--- config.mk ---
export PLATFORM = sky130hd
export DESIGN_NAME = ram_reader
export DESIGN_NICKNAME = d
export VERILOG_FILES = /design/src/rtl/ram_reader.sv
export SDC_FILE = /design/constraint.sdc
export NUM_CORES = 1
export LEC_CHECK = 0
export CORE_ASPECT_RATIO = 1.5
export CORE_UTILIZATION = 56
export DETAILED_ROUTE_END_ITERATION = 12
export DONT_BUFFER_PORTS = 1
export PLACE_DENSITY_LB_ADDON = 0.3
export SETUP_SLACK_MARGIN = 0.15
export SKIP_LAST_GASP = 1
export SYNTH_ARGS = -nofsm -noshare
export SYNTH_HDL_FRONTEND = slang
export SYNTH_SLANG_ARGS = --single-unit
--- constraint.sdc ---
create_clock -name clk -period 2 [get_ports clk]
set_input_delay 0.4 -clock clk [delete_from_list [all_inputs] [get_ports clk]]
set_output_delay 0.4 -clock clk [all_outputs]
set_load 0.02 [all_outputs]
--- src/rtl/ram_reader.sv ---
// Reads eight words from a synchronous-read RAM, streams each one out over a
// valid/ready port, and accumulates their sum and a count of pattern mismatches.
module ram_reader #(
    parameter logic [7:0] SEED = 8'h00
) (
    input  logic        clk,
    input  logic        rst,
    input  logic        start,
    output logic [2:0]  add,
    output logic        rd,
    input  logic [7:0]  rdata,
    output logic [7:0]  out_data,
    output logic        out_valid,
    input  logic        out_ready,
    output logic [10:0] sum,
    output logic [3:0]  err_cnt,
    output logic        busy,
    output logic        done
);

    typedef enum logic [2:0] {
        IDLE,
        ISSUE,
        CAPTURE,
        OUT,
        DONE
    } state_t;

    state_t      state_q, state_d;
    logic [2:0]  idx_q, idx_d;
    logic [2:0]  add_q, add_d;
    logic [7:0]  out_data_q, out_data_d;
    logic [10:0] sum_q, sum_d;
    logic [3:0]  err_cnt_q, err_cnt_d;
    logic [7:0]  exp_word;

    assign exp_word = SEED + {5'b0, idx_q};

    always_comb begin
        // NOTE: every signal gets its hold value first so no path through the case infers a latch.
        state_d    = state_q;
        idx_d      = idx_q;
        add_d      = add_q;
        out_data_d = out_data_q;
        sum_d      = sum_q;
        err_cnt_d  = err_cnt_q;

        case (state_q)
            IDLE: begin
                if (start) begin
                    state_d   = ISSUE;
                    idx_d     = 3'd0;
                    add_d     = 3'd0;
                    sum_d     = 11'd0;
                    err_cnt_d = 4'd0;
                end
            end
            ISSUE: begin
                state_d = CAPTURE;
            end
            CAPTURE: begin
                // rdata answers the strobe issued in the previous cycle
                out_data_d = rdata;
                sum_d      = sum_q + {3'b000, rdata};
                if (rdata != exp_word && err_cnt_q != 4'hF) begin
                    err_cnt_d = err_cnt_q + 4'd1;
                end
                state_d = OUT;
            end
            OUT: begin
                if (out_ready) begin
                    if (idx_q == 3'd7) begin
                        state_d = DONE;
                    end else begin
                        idx_d   = idx_q + 3'd1;
                        add_d   = idx_q + 3'd1;
                        state_d = ISSUE;
                    end
                end
            end
            DONE: begin
                state_d = IDLE;
            end
            default: begin
                state_d = IDLE;
            end
        endcase
    end

    // NOTE: sequential state uses non-blocking assignments so every flop samples pre-edge values.
    always_ff @(posedge clk or negedge rst) begin
        if (!rst) begin
            state_q    <= IDLE;
            idx_q      <= 3'd0;
            add_q      <= 3'd0;
            out_data_q <= 8'd0;
            sum_q      <= 11'd0;
            err_cnt_q  <= 4'd0;
        end else begin
            state_q    <= state_d;
            idx_q      <= idx_d;
            add_q      <= add_d;
            out_data_q <= out_data_d;
            sum_q      <= sum_d;
            err_cnt_q  <= err_cnt_d;
        end
    end

    assign add       = add_q;
    assign rd        = (state_q == ISSUE);
    assign out_data  = out_data_q;
    assign out_valid = (state_q == OUT);
    assign sum       = sum_q;
    assign err_cnt   = err_cnt_q;
    assign busy      = (state_q != IDLE);
    assign done      = (state_q == DONE);

endmodule

Word level (Yosys, flattened, before mapping)

Index checks and enable logic that the tools add are counted.

Register bits after elaboration: 29
Input port bits: 12
Output and inout port bits: 30

$add $sub $neg: 3
Eq/ne operators: 11
Mux-type cells: 13
Reductions and logical operators: 9

Operators by type and width:

| kind                                                                  | number |
|---|---|
| 11-bit one-hot mux with 2 select lines                                | 1 |
| 3-bit two-way mux                                                     | 6 |
| 3-bit one-hot mux with 4 select lines                                 | 1 |
| 11-bit by 8-bit adder with 11-bit output                              | 1 |
| 11-bit two-way mux                                                    | 1 |
| 4-bit two-way mux                                                     | 2 |
| 8-bit by 3-bit != test with 1-bit output                              | 1 |
| 4-bit one-hot mux with 2 select lines                                 | 1 |
| 3-bit by 2-bit equality test with 1-bit output, second input constant | 2 |
| 3-bit equality test, second input constant                            | 2 |
| 2-bit != test, second input constant                                  | 3 |
| 3-bit one-hot mux with 2 select lines                                 | 1 |
| 4-bit by 1-bit adder with 4-bit output, second input constant         | 1 |
| 4-bit != test, second input constant                                  | 1 |
| 2-bit AND reduction                                                   | 2 |
| 4-bit AND reduction                                                   | 1 |
| 2-bit nonzero test                                                    | 2 |
| 3-bit by 1-bit adder with 3-bit output, second input constant         | 1 |
| 3-bit by 1-bit equality test with 1-bit output, second input constant | 1 |
| 3-bit zero test                                                       | 1 |
| 3-bit AND reduction                                                   | 1 |
| 3-bit nonzero test                                                    | 1 |
| 2-bit by 1-bit != test with 1-bit output, second input constant       | 1 |
| 1-bit logical AND                                                     | 1 |

Logic depth before layout (Yosys ltp)

Depth in word-level cells: 4
Gate-level depth with buffers: 7

Least setup slack after synthesis

Ideal clock, no wire load.

Path type: register to register
From: register sum_q[0] (netlist: sum[0])
To: register sum_q[10] (netlist: sum[10])
Setup time: 0.079 ns
Arrival: 1.945 ns
Data required time: 1.921 ns
Slack: -0.025 ns
Stages on the path, launching flop included: 8
Path buffers: 0
Period minus slack after synthesis: 2.025 ns
Path through: dfrtp_1 > ha_1 > fa_1 > a21o_1 > a221oi_2 > o21ai_0 > nand4_1 > mux2i_1

Cells in the longest elaborated chain, start to end: 2

RTL lines:

| element                                  | RTL line | source |
|---|---|---|
| start: declaration                       | 33       | `logic [10:0] sum_q, sum_d;` |
| start signal: assignment                 | 104      | `sum_q <= sum_d;` |
| 11-bit by 8-bit adder with 11-bit output | 64       | `sum_d = sum_q + {3'b000, rdata};` |
| 11-bit one-hot mux with 2 select lines   | 48       | `case (state_q)` |

Every way passes these cells.
A chain may end at the register's enable or synchronous reset.

Worst setup path in the final report

Same ends and word-level chain as after synthesis.

==> results_dict.tcl <==
set metrics [dict create \
    p_comb_frac 0.451 \
    diodes 0 \
    final_cell_count_no_fill 202 \
    ys_seq_area_frac 0.4585 \
    yosysWarnings 0 \
    setup_tns_ns 0 \
    critPathArrivalTime_ns 2.17 \
    die_h_um 67.11 \
    clk_pin_slew_ns 0.06 \
    place_inst 187 \
    post-route-drc-count 0 \
    p_int_uw 1933 \
    first_global_vias 1257 \
    cts_tree "done" \
    fmax_ghz 0.5076 \
    timing.critical_path.buf_inv 0 \
    nFillCells 212 \
    power_switching_uw 1516 \
    power.density_mw_per_mm2 1814 \
    synthesis.nets 167 \
    synth.cell_area_mm2 0.001583 \
    synth_top_family_by_area "compound AO/OA/AOI/OAI gates" \
    required_ns 2.20 \
    relSlewSlack 0.4722 \
    grt_max_degree 30 \
    initial_core_util 0.5914 \
    drtPass1Iterations 4 \
    layout_setup_ws_ns 0.03006 \
    worstSetupPathType "reg2reg" \
    crit_chain "ha_4, fa_2, a21o_1, a221oi_2, o21ai_1, nand4_1, mux2i_1" \
    htree_levels 2 \
    grt_usage 0.2643 \
    synth_xor_area_frac 0.04980 \
    synth_compound_area_frac 0.1478 \
    outcome "finished, final reports clean" \
    drt_wl_total_um 3655 \
    p_leak_uw 0.0008807 \
    port_buffers 0 \
    cts.sinks 29 \
    p_seq_frac 0.396 \
    synthMuxAreaShare 0.1020 \
    crit_path_end_kind "flop" \
    cpLargestDelayFamily "compound AO/OA/AOI/OAI gates" \
    hpwl_um 2555 \
    finalMaxSlewViolations 0 \
    yosys.area_share.simple 0.1265 \
    crit_fanout 2 \
    io_pins 42 \
    finalHoldViolCount 0 \
    chipWidth_um 45.41 \
    power.share.switching 0.4395 \
    cts-root-buf "clkbuf_8" \
    cts.path.max_buffers 2 \
    wl_per_cell_um 18.09 \
    synthToLayoutAreaGrowth_pct 20.16 \
    pwr-share-clk 0.153 \
    ys_ff_latch 29 \
    critPathSlowestCell "dfrtp_2" \
    cp_slowest_stage_delay_ns 0.42 \
    avgViaCountPerCell 6.129 \
    gp_congestion 0.8425 \
    antenna_found_initial 0 \
    drtIter0Drc 44 \
    final_layout_size_suffix_gt1_frac 0.2606 \
    start_kind "flop" \
    worstMarginPinSlew_ns 0.7918 \
    peakVddDrop_uv 1154 \
    coreArea_mm2 0.002676 \
    final-setup-viol-count 0 \
    syn_area_per_cell_um2 11.07 \
    rows 23 \
    layout_min_cycle_time_ns 1.970 \
    clock_skew_ns 0.002419 \
    dieArea_mm2 0.003047 \
    synthCells 143 \
    min_path_type "in2reg" \
    grt-ovfl-total 0 \
    place_ws_ns 0.01653 \
    ys_types 33 \
    grt_pass1_wl_um 5568 \
    ant_nets 0 \
    routed-via-count 1238 \
    synth_fa_ha_area_frac 0.09960 \
    fin_nets 188 \
    cts_buffers 5 \
    clk-insertion-delay-late_ns 0.29 \
    post-route-period-util 0.9850 \
    maxCapViolCount 0 \
    rsz0062_at_grt "true" \
]
[registers in the layout, indices dropped and copies added (netlist names)]
register and count:
out_data 8, sum 11, err_cnt 4, add 3, state_q 3
[cells in the mapped netlist]
cell | instances | area share
nor3b_1 | 1 | 0.0047
xnor2_1 | 3 | 0.017
a21o_1 | 3 | 0.014
nor2_1 | 5 | 0.012
buf_4 | 1 | 0.0047
nor3_1 | 1 | 0.0032
a31oi_1 | 2 | 0.0079
nor2b_1 | 2 | 0.0079
xor2_1 | 6 | 0.033
buf_2 | 2 | 0.0063
a221oi_2 | 1 | 0.0095
fa_1 | 1 | 0.013
o21bai_1 | 2 | 0.0095
inv_1 | 2 | 0.0047
or4_1 | 1 | 0.0047
nor3b_2 | 1 | 0.0079
a22o_1 | 10 | 0.055
ha_1 | 11 | 0.087
and2_1 | 2 | 0.0079
dfrtp_1 | 29 | 0.46
o21ai_0 | 3 | 0.0095
or3_1 | 1 | 0.0040
mux2i_1 | 6 | 0.038
and3_1 | 1 | 0.0040
nand3_1 | 6 | 0.019
a21oi_2 | 1 | 0.0055
nand4_1 | 3 | 0.012
o21ai_1 | 1 | 0.0032
nand2_1 | 15 | 0.036
a21oi_1 | 9 | 0.028
nand2b_1 | 1 | 0.0040
o211ai_1 | 1 | 0.0047
mux2_2 | 9 | 0.064
[placed cells by master, fill, tap and decap left out, drive strengths merged, types with 3 or more instances in the layout]
cell,instances
dfrtp,29
buf,16
nand2,15
ha,11
a22o,10
a21oi,10
mux2,9
clkbuf,7
mux2i,6
xor2,6
nand3,6
nor2,5
o21ai,4
a21o,3
nand4,3
xnor2,3
[stage by stage]
step                cell area, um2  power, uW  hold slack, ns    util
floorplan                     1599       2377          0.1044       -
global placement              1703       2656          0.1051  0.6363
detailed placement            1703       2764          0.1052  0.6363
CTS                           1842       3334          0.2296  0.6882
global route                  1902       3652          0.2293  0.7106
finish                        1902       3449          0.2288  0.7106
[repair_timing]
| action | 4_1_cts | 5_1_grt |
|---|---|---|
| hold endpoints to repair | 29 | 0 |
| hold buffers | 2 | 0 |
| pin swaps | 1 | 2 |
| buffers inserted | 1 | 4 |
| resized for setup | 0 | 5 |
| endpoints found under the setup margin | 2 | 6 |
[kinds of logic (layout without fill, tap and decap cells)]
| group | after synthesis | count (layout) |
|---|---|---|
| compound gates | 33 | 33 |
| xor+xnor | 9 | 9 |
| fa+ha+maj | 12 | 12 |
| buf+inv | 5 | 27 |
| flops | 29 | 29 |
| mux | 15 | 15 |
| simple gates | 40 | 40 |
[area by class of cell]
class / instances / area (um2) / area share
inverter: 2 / 7.507 / 0.003947
tap: 37 / 46.29 / 0.02434
clock inverter: 1 / 5.005 / 0.002632
multi-input combinational: 109 / 875.8 / 0.4605
timing repair buffer: 17 / 142.6 / 0.07500
clock buffer: 7 / 96.34 / 0.05066
sequential: 29 / 728.2 / 0.3829
[metal layers]
metal | share of wire | global-route usage
met1 | 0.36 | 0.2582
met2 | 0.55 | 0.4625
met3 | 0.062 | 0.1030
met4 | 0.024 | 0.1326
met5 | 0 | 0
[path summary, 6_finish.rpt]
kind,to,from,depth (start not counted),slack [ns]
min reg2reg,state_q[0],state_q[2],1,0.56
min,state_q[1],out_ready,1,0.23
max reg2reg,sum[10],sum[0],7,0.03
max,sum[10],sum[0],7,0.03
min in group asynchronous,sum[4],rst,2,0.55
max in group asynchronous,add[0],rst,2,1.28
[worst register-to-register path: cells and delay by family, from the launching register on]
family                   cells  cell delay (ns)
AO/OA/AOI/OAI                3             0.59
adder cells (fa/ha/maj)      2             0.51
flip-flops                   1             0.42
multiplexers                 1             0.24
AND/OR/NAND/NOR              1             0.12
[power groups by stage]
| stage | registers (uW) | clock network (uW) | logic, uW |
|---|---|---|---|
| 6_report | 1370 | 528 | 1560 |
| 5_1_grt | 1400 | 565 | 1690 |
| 4_1_cts | 1350 | 537 | 1440 |
| 3_5_place_dp | 1370 | 0 | 1400 |
| 3_3_place_gp | 1340 | 0 | 1320 |
| 2_1_floorplan | 1370 | 0 | 1010 |
(Power assumes the default switching activity.)
